**src/rtl/fetch_stage.sv**
```systemverilog
// IF stage plus IF/ID register. Fetches from a req/gnt/rvalid instruction memory
// with a single outstanding request, prefetches into a DEPTH-entry buffer and
// hands instructions to Decode. Handles MIPS delay-slot redirects and stalls.
module fetch_stage #(
    parameter logic [31:0] RESET_PC = 32'h0000_3000,
    parameter int          DEPTH    = 2
) (
    input  logic        clk,
    input  logic        reset,
    output logic        imem_req,
    output logic [31:0] imem_addr,
    input  logic        imem_gnt,
    input  logic        imem_rvalid,
    input  logic [31:0] imem_rdata,
    input  logic        stallD,
    input  logic        br_taken,
    input  logic [31:0] NPC,
    output logic [31:0] PCF,
    output logic [31:0] PCD,
    output logic [31:0] InstrD,
    output logic        validD
);
    localparam int CW = $clog2(DEPTH + 1);

    logic [31:0]            fetch_pc, fetch_nxt, outst_pc, pend_target;
    logic                   outst, drop, pend, req_en;
    logic [CW-1:0]          count, count_nxt, wr_idx;
    logic [DEPTH-1:0][31:0] fifo_pc, fifo_instr, fifo_pc_nxt, fifo_instr_nxt;
    logic                   resp, resp_keep, advance, pop, bypass, push, gnt;
    logic                   redirect, ds_now, ds_wait, ds_notyet;

    // A response counts only while a request is outstanding; dropped ones are discarded.
    assign resp      = imem_rvalid & outst;
    assign resp_keep = resp & ~drop;
    assign advance   = ~stallD;
    assign pop       = advance & (count != '0);
    assign bypass    = advance & (count == '0) & resp_keep;
    // On a delay-slot redirect everything behind the delay slot is flushed.
    assign push      = resp_keep & ~bypass & ~ds_now;

    // Redirect cases: delay slot entering D now / delay slot in flight / not yet granted.
    assign redirect  = validD & br_taken & advance;
    assign ds_now    = redirect & (pop | bypass);
    assign ds_wait   = redirect & ~ds_now & outst & ~imem_rvalid & ~drop;
    assign ds_notyet = redirect & ~ds_now & ~ds_wait;

    // Request only if the response is guaranteed a slot after this cycle's push/pop.
    assign imem_req  = req_en & (~outst | imem_rvalid) & (count_nxt < CW'(DEPTH));
    assign imem_addr = fetch_pc;
    assign gnt       = imem_req & imem_gnt;
    assign PCF       = (count != '0) ? fifo_pc[0] : fetch_pc;

    // Buffer occupancy and shift-style buffer contents (head at index 0).
    always_comb begin
        count_nxt      = count;
        fifo_pc_nxt    = fifo_pc;
        fifo_instr_nxt = fifo_instr;
        wr_idx         = pop ? count - CW'(1) : count;
        if (ds_now)              count_nxt = '0;
        else if (push && !pop)   count_nxt = count + CW'(1);
        else if (pop && !push)   count_nxt = count - CW'(1);
        if (pop) begin
            for (int i = 0; i < DEPTH - 1; i++) begin
                fifo_pc_nxt[i]    = fifo_pc[i+1];
                fifo_instr_nxt[i] = fifo_instr[i+1];
            end
        end
        if (push) begin
            for (int i = 0; i < DEPTH; i++) begin
                if (CW'(i) == wr_idx) begin
                    fifo_pc_nxt[i]    = outst_pc;
                    fifo_instr_nxt[i] = imem_rdata;
                end
            end
        end
    end

    // Next fetch address: sequential, deferred target on delay-slot grant, or redirect.
    always_comb begin
        fetch_nxt = fetch_pc;
        if (gnt) fetch_nxt = pend ? pend_target : fetch_pc + 32'd4;
        if (ds_now || ds_wait || (ds_notyet && gnt)) fetch_nxt = NPC;
    end

    // Fetch-side state: request tracking, buffer, drop/pending-redirect flags.
    always_ff @(posedge clk or negedge reset) begin
        if (!reset) begin
            req_en      <= 1'b0;
            fetch_pc    <= RESET_PC;
            count       <= '0;
            fifo_pc     <= '0;
            fifo_instr  <= '0;
            outst       <= 1'b0;
            outst_pc    <= '0;
            drop        <= 1'b0;
            pend        <= 1'b0;
            pend_target <= '0;
        end else begin
            req_en     <= 1'b1;
            fetch_pc   <= fetch_nxt;
            count      <= count_nxt;
            fifo_pc    <= fifo_pc_nxt;
            fifo_instr <= fifo_instr_nxt;
            outst      <= (outst & ~imem_rvalid) | gnt;
            if (gnt) outst_pc <= fetch_pc;
            // Whatever is still in flight after a delay-slot redirect is wrong-path.
            if (ds_now)    drop <= (outst & ~imem_rvalid) | gnt;
            else if (resp) drop <= 1'b0;
            if (ds_notyet && !gnt) begin
                pend        <= 1'b1;
                pend_target <= NPC;
            end else if (gnt) begin
                pend <= 1'b0;
            end
        end
    end

    // IF/ID register: buffer head first, else bypass the live response, else bubble.
    always_ff @(posedge clk or negedge reset) begin
        if (!reset) begin
            PCD    <= '0;
            InstrD <= '0;
            validD <= 1'b0;
        end else if (pop) begin
            PCD    <= fifo_pc[0];
            InstrD <= fifo_instr[0];
            validD <= 1'b1;
        end else if (bypass) begin
            PCD    <= outst_pc;
            InstrD <= imem_rdata;
            validD <= 1'b1;
        end else if (advance) begin
            InstrD <= '0;
            validD <= 1'b0;
        end
    end
endmodule

```
**config.mk**
```make
export PLATFORM = sky130hd
export DESIGN_NAME = fetch_stage
export DESIGN_NICKNAME = d
export VERILOG_FILES = /design/src/rtl/fetch_stage.sv
export SDC_FILE = /design/constraint.sdc
export NUM_CORES = 1
export LEC_CHECK = 0
export CAP_MARGIN = 0
export CORE_MARGIN = 3
export CORE_UTILIZATION = 45
export CTS_BUF_LIST = sky130_fd_sc_hd__clkbuf_16
export DETAILED_ROUTE_END_ITERATION = 12
export GPL_ROUTABILITY_DRIVEN = 0
export GPL_TIMING_DRIVEN = 1
export PLACE_DENSITY = 0.71
export RECOVER_POWER = 25
export SLEW_MARGIN = 0
export SYNTH_ARGS = -nofsm -noshare
export SYNTH_HDL_FRONTEND = slang
export SYNTH_SLANG_ARGS = --single-unit
export TNS_END_PERCENT = 10
```
**constraint.sdc**
```tcl
create_clock -name clk -period 2.31 [get_ports clk]
set_clock_uncertainty 0.1 [all_clocks]
set_input_delay 0.462 -clock clk [delete_from_list [all_inputs] [get_ports clk]]
set_output_delay 0.462 -clock clk [all_outputs]
set_load 0.02 [all_outputs]
```
==> qor.yml, run 1 <==
outcome: "finished, violations left"
violations: "max-capacitance violations, max-slew violations, negative setup slack"
numPortBuffers: 199
core_area_sq_um: 30200
final_layout_size_suffix_gt1_share_pct: 30.6
synth_most_common_cell: "dfrtp_1"
place_inst: 1818
synth_area_leaders: "dfrtp_1 (52%), mux2_2 (11%), mux2i_1 (7.2%)"
drt_iter0_markers: 889
finalSetupViolCount: 272
postSynthAreaPerCell_sq_um: 11.6
start_util_pct: 46.4
max_cap_violations: 1
maxSlewViolCount: 56
worst_r2r_path_depth: 13
nFillCells: 2341
num_vias: 10815
cts.path.max_buffers: 3
grt_overflow: 0
netlist_instances: 1208
crit_start: "count[0]"
async_flop_share_pct: 100
rsz0062_at_grt: "true"
synth_seq_cells: 295
wl_per_cell_um: 20.3
reg2reg_from: "count[0]"
die_height_um: 182
vias_per_cell: 5.67
placed_area_sq_um: 17100
io_pins: 200
relSlewSlack_pct: -3.20
yosys_warnings: 0
min_path_type: "in2reg"
cp.arrival_ns: 2.21
setup.worst_path.start_class: "flip-flop"
ff2ff_setup_slack_ns: -0.33
grt_start_max_net_pins: 81
route.detailed.drc: 0
power_density_nw_per_um2: 1490
slowest_delay_ns: 0.39
max_freq_ghz: 0.361
timing.final.crit_share_pct: 120
track_usage_pct: 22.4
cts-root-buf: "clkbuf_16"
ys_seq_area_share_pct: 52.7
cp-end-kind: "output port"
r2r-end: "pend_target[1]"
fin_area_sq_um: 18900
wl_mm: 38.7
first_pass_iters: 9
path_clk_slew_ns: 0.06
synth_area_sq_um: 14000
clock_sinks: 295
num_rows: 63
critPathKind: "reg2out"
worst_slew_pin_slew_ns: 1.55
die_w_um: 182
htree_levels: 2
cts-buffers-inserted: 34
hold_viol_final: 0
slowest_stage: "dfrtp_1"
period_minus_slack_ns: 2.77
synth_ff_type: "dfrtp_1"
ys_types: 67
peakVddDrop_v: 0.000897
die_area_sq_um: 33300
drtAntennaViolNets: 0
yosys.area.top_type_share_pct: 52.3
syn_nets: 1281
finalPower_uw: 28200
layout.nets: 1565
synth_top_area_cell: "dfrtp_1"
cp_data_required_time_ns: 1.75
clkLatencyLatePin_ns: 0.51
grt_pass1_vias: 10888
stdcell_count: 1906
yosys-top-cells-count: "dfrtp_1 (293), mux2_2 (134), nor2_1 (128)"
crit_chain: "inv_2 > buf_6 > ha_4 > and4bb_2 > o21ai_2 > o2111ai_4 > nand2_2 > nor2_2 > nor2_1 > buf_4"
tns_ns: -34.36
p_leak_uw: 0.00859
cts_tree: "done"
fin_ws_ns: -0.459
grt_pass1_wl_mm: 60.5
synth-edff-count: 0
antenna_found_initial: 2
cp_max_fo: 3
dp_hpwl_mm: 25.0
crit_end: "imem_req"
syn_to_final_growth_pct: 34.8
-- per-stage QoR --
| step | hold WS, ns | setup WS, ns | util [%] |
|---|---|---|---|
| after floorplan | 0.0664 | -0.0695 | - |
| after global placement | 0.331 | -0.392 | 56.8 |
| after detailed placement | 0.330 | -0.419 | 56.8 |
| after CTS | 0.264 | -0.465 | 61.4 |
| after global routing | 0.294 | -0.577 | 62.6 |
| final | 0.298 | -0.459 | 62.6 |
-- layer usage --
metal / track usage (%) / share of wire (%)
met5: 0 / 0.034
met4: 4.94 / 1.5
met3: 3.47 / 5.6
met2: 37.6 / 49
met1: 31.0 / 44
-- final cells by class --
class | count | area (sq um) | share of cell area [%]
diodes | 1 | 2.50 | 0.0132
inverters | 47 | 176 | 0.934
flip-flops and latches | 295 | 7390 | 39.1
repair buffers | 332 | 3380 | 17.9
clock inverters | 22 | 188 | 0.994
multi-input cells | 782 | 6340 | 33.6
clock buffers | 37 | 926 | 4.90
well taps | 390 | 488 | 2.58
-- state kept, by name, summed over array words and instances (netlist names) --
name / count
pend_target: 32
InstrD: 32
fifo_pc: 64
imem_addr: 32
pend: 1
outst: 1
count: 2
validD: 1
outst_pc: 32
PCD: 32
fifo_instr: 64
req_en: 1
drop: 1
-- worst min-delay path by stage --
stage	from	end	slack [ns]	depth (start not counted)
2_1_floorplan	reset	InstrD[0]	0.07	0
5_1_grt	stallD	validD	0.29	3
6_report	stallD	validD	0.30	3
4_1_cts	stallD	validD	0.26	3
3_3_place_gp	reset	fifo_pc[22]	0.33	1
3_5_place_dp	reset	fifo_pc[22]	0.33	1
-- critical path, delay by kind of cell, from the launching register on --
family / cells / cell delay, ns
simple gates: 4 / 0.51
buf+inv: 3 / 0.37
flops: 1 / 0.39
fa+ha+maj: 1 / 0.13
compound gates: 2 / 0.30
-- layout by cell type, fill, tap and decap left out, types with 12 or more instances in the layout --
cell type	synthesis	final
a222oi_1	32	32
clkbuf_16	0	41
inv_1	47	52
clkdlybuf4s50_1	0	158
nor2_2	2	41
buf_2	29	15
a21oi_1	121	119
buf_6	9	31
mux2_2	134	116
nand2_1	40	40
mux2_4	35	54
buf_12	0	21
mux2i_1	101	101
nor2_1	128	88
nand3_1	13	12
buf_4	0	88
dfrtp_1	293	292
o21ai_0	34	33
-- report_power, final --
| group | total, uW | switching (uW) | internal (uW) |
|---|---|---|---|
| combinational | 13500 | 6520 | 6980 |
| sequential | 9390 | 1780 | 7610 |
| clock | 5330 | 2110 | 3220 |
-- repair_timing --
item	CTS	global route
pin swaps	11	7
resized for setup	196	83
setup endpoints to repair	174	291
hold buffers	1	0
endpoints found under the hold margin	50	0
cloned	2	4
buffers inserted	17	9
-- logic make-up (layout without fill, tap and decap cells) --
| group | Yosys count | in the layout | synth area share (%) |
|---|---|---|---|
| xor+xnor | 18 | 18 | 1.13 |
| fa+ha+maj | 3 | 3 | 0.268 |
| simple gates | 238 | 238 | 7.99 |
| buf+inv | 131 | 438 | 4.33 |
| flops | 295 | 295 | 52.7 |
| compound gates | 248 | 248 | 11.5 |
| other cells | 1 | 2 | 0.0268 |
| mux | 274 | 274 | 22.1 |
(Power assumes the default switching activity.)
==> inputs of run 2 (changes only) <==
--- a/config.mk
+++ b/config.mk
@@ -14,6 +14,7 @@
 export GPL_TIMING_DRIVEN = 1
 export PLACE_DENSITY = 0.71
 export RECOVER_POWER = 25
+export SKIP_CTS_REPAIR_TIMING = 1
 export SLEW_MARGIN = 0
 export SYNTH_ARGS = -nofsm -noshare
 export SYNTH_HDL_FRONTEND = slang
==> run 2 against run 1 <==
The run still ends with max-capacitance violations, max-slew violations, negative setup slack left. Maximum frequency shrank 2.8%. Cell count grew 0.31%. Clock-buffer cell count is the same.
==> qor.yml, run 2 (synthesis gave the netlist of run 1 again) <==
cts.path.max_buffers: 3
io_pins: 200
drtAntennaViolNets: 0
outcome: "finished, violations left"
numPortBuffers: 199
layout.cells.most_common: "dfrtp_1"
cp-end-kind: "output port"
min_path_type: "in2reg"
track_usage_pct: 21.8
cts-root-buf: "clkbuf_16"
grt_pass1_wl_mm: 58.9
rsz0062_at_grt: "true"
wl_per_cell_um: 19.8
cp_data_required_time_ns: 1.75
max_freq_ghz: 0.351
layout.nets: 1571
final_layout_size_suffix_gt1_share_pct: 29.7
critPathKind: "reg2out"
period_minus_slack_ns: 2.85
cp_max_fo: 4
setup.worst_path.start_class: "flip-flop"
start_util_pct: 46.4
cp.arrival_ns: 2.29
die_height_um: 182
power_density_nw_per_um2: 1500
syn_to_final_growth_pct: 34.0
relSlewSlack_pct: -1.10
first_pass_iters: 6
path_clk_slew_ns: 0.06
stdcell_count: 1912
clock_sinks: 295
place_inst: 1818
violations: "max-capacitance violations, max-slew violations, negative setup slack"
cts_tree: "done"
cts-buffers-inserted: 34
reg_top3: "fifo_instr x64, fifo_pc x64"
timing.final.crit_share_pct: 123
maxSlewViolCount: 56
num_rows: 63
finalSetupViolCount: 127
detailedPlace.worstSlack_ns: -0.419
max_cap_violations: 1
hold_viol_final: 0
clkLatencyLatePin_ns: 0.51
htree_levels: 2
drt_iter0_markers: 788
dp_hpwl_mm: 25.0
antenna_found_initial: 1
wl_mm: 37.8
peakVddDrop_v: 0.000884
grt_pass1_vias: 10716
final_cell_mix: "dfrtp_1 (292), clkdlybuf4s50_1 (158), a21oi_1 (119)"
core_area_sq_um: 30200
die_w_um: 182
grt_overflow: 0
num_vias: 10714
fin_ws_ns: -0.539
route.detailed.drc: 0
vias_per_cell: 5.60
worst_slew_pin_slew_ns: 1.52
grt_start_max_net_pins: 81
die_area_sq_um: 33300
p_leak_uw: 0.00861
==> run 2: cell count changes in the layout (fill, tap and decap cells not counted), sizes merged <==
cell	before	now
clkbuf	43	47
dlymetal6s2s	1	6
buf	161	163
dlygate4sd2	5	0
==> run 2: area by class of cell <==
type	instances	area, sq um
clock inverter	22	188
multi-input combinational	782	6260
inverter	47	176
timing repair buffer	338	3350
fill	2357	11400
tap	390	488
sequential	295	7390
antenna	1	2.50
clock buffer	37	926
==> run 2: critical path: stages, from the launching register on <==
cell,delay [ns]
dfrtp_1,0.39
inv_2,0.10
buf_6,0.11
ha_4,0.13
and4bb_2,0.27
a2bb2oi_2,0.15
o21ai_4,0.23
nand2_2,0.09
nor2_2,0.11
nor2_1,0.05
buf_4,0.16
==> run 2: through the flow <==
step / util [%] / instance area, sq um / hold WS [ns] / setup TNS (ns) / total power, uW
6_report: 62.2 / 18800 / 0.294 / -23.54 / 28100
3_3_place_gp: 56.8 / 17100 / 0.331 / -32.24 / 21500
3_5_place_dp: 56.8 / 17100 / 0.330 / -38.76 / 21900
2_1_floorplan: - / 14000 / 0.0664 / -1.38 / 16600
4_1_cts: 60.5 / 18300 / -0.202 / -32.24 / 27400
5_1_grt: 62.2 / 18800 / 0.287 / -41.09 / 29600
==> run 2: report_power, final <==
group | internal, uW | leakage, uW | total, uW | switching [uW]
clock network | 3220 | 0.000567 | 5330 | 2110
registers | 7610 | 0.00365 | 9350 | 1740
logic | 6960 | 0.00440 | 13400 | 6450
==> run 2: layer usage <==
layer  part of all wire [%]  global-route usage (%)
met5                      0                       0
met4                    1.9                    4.63
met3                    5.3                    3.45
met2                     48                    36.5
met1                     44                    30.1
==> run 2: worst paths after layout <==
check,slack (ns),depth (start not counted),start,endpoint
hold reg to reg,0.40,1,fifo_instr[35],fifo_instr[35]
max in group asynchronous,0.20,3,reset,fifo_pc[6]
setup / recovery,-0.54,10,count[0],imem_req
setup reg to reg,-0.28,11,count[0],pend_target[12]
min in group asynchronous,0.76,2,reset,fifo_pc[53]
hold / removal,0.29,3,stallD,validD
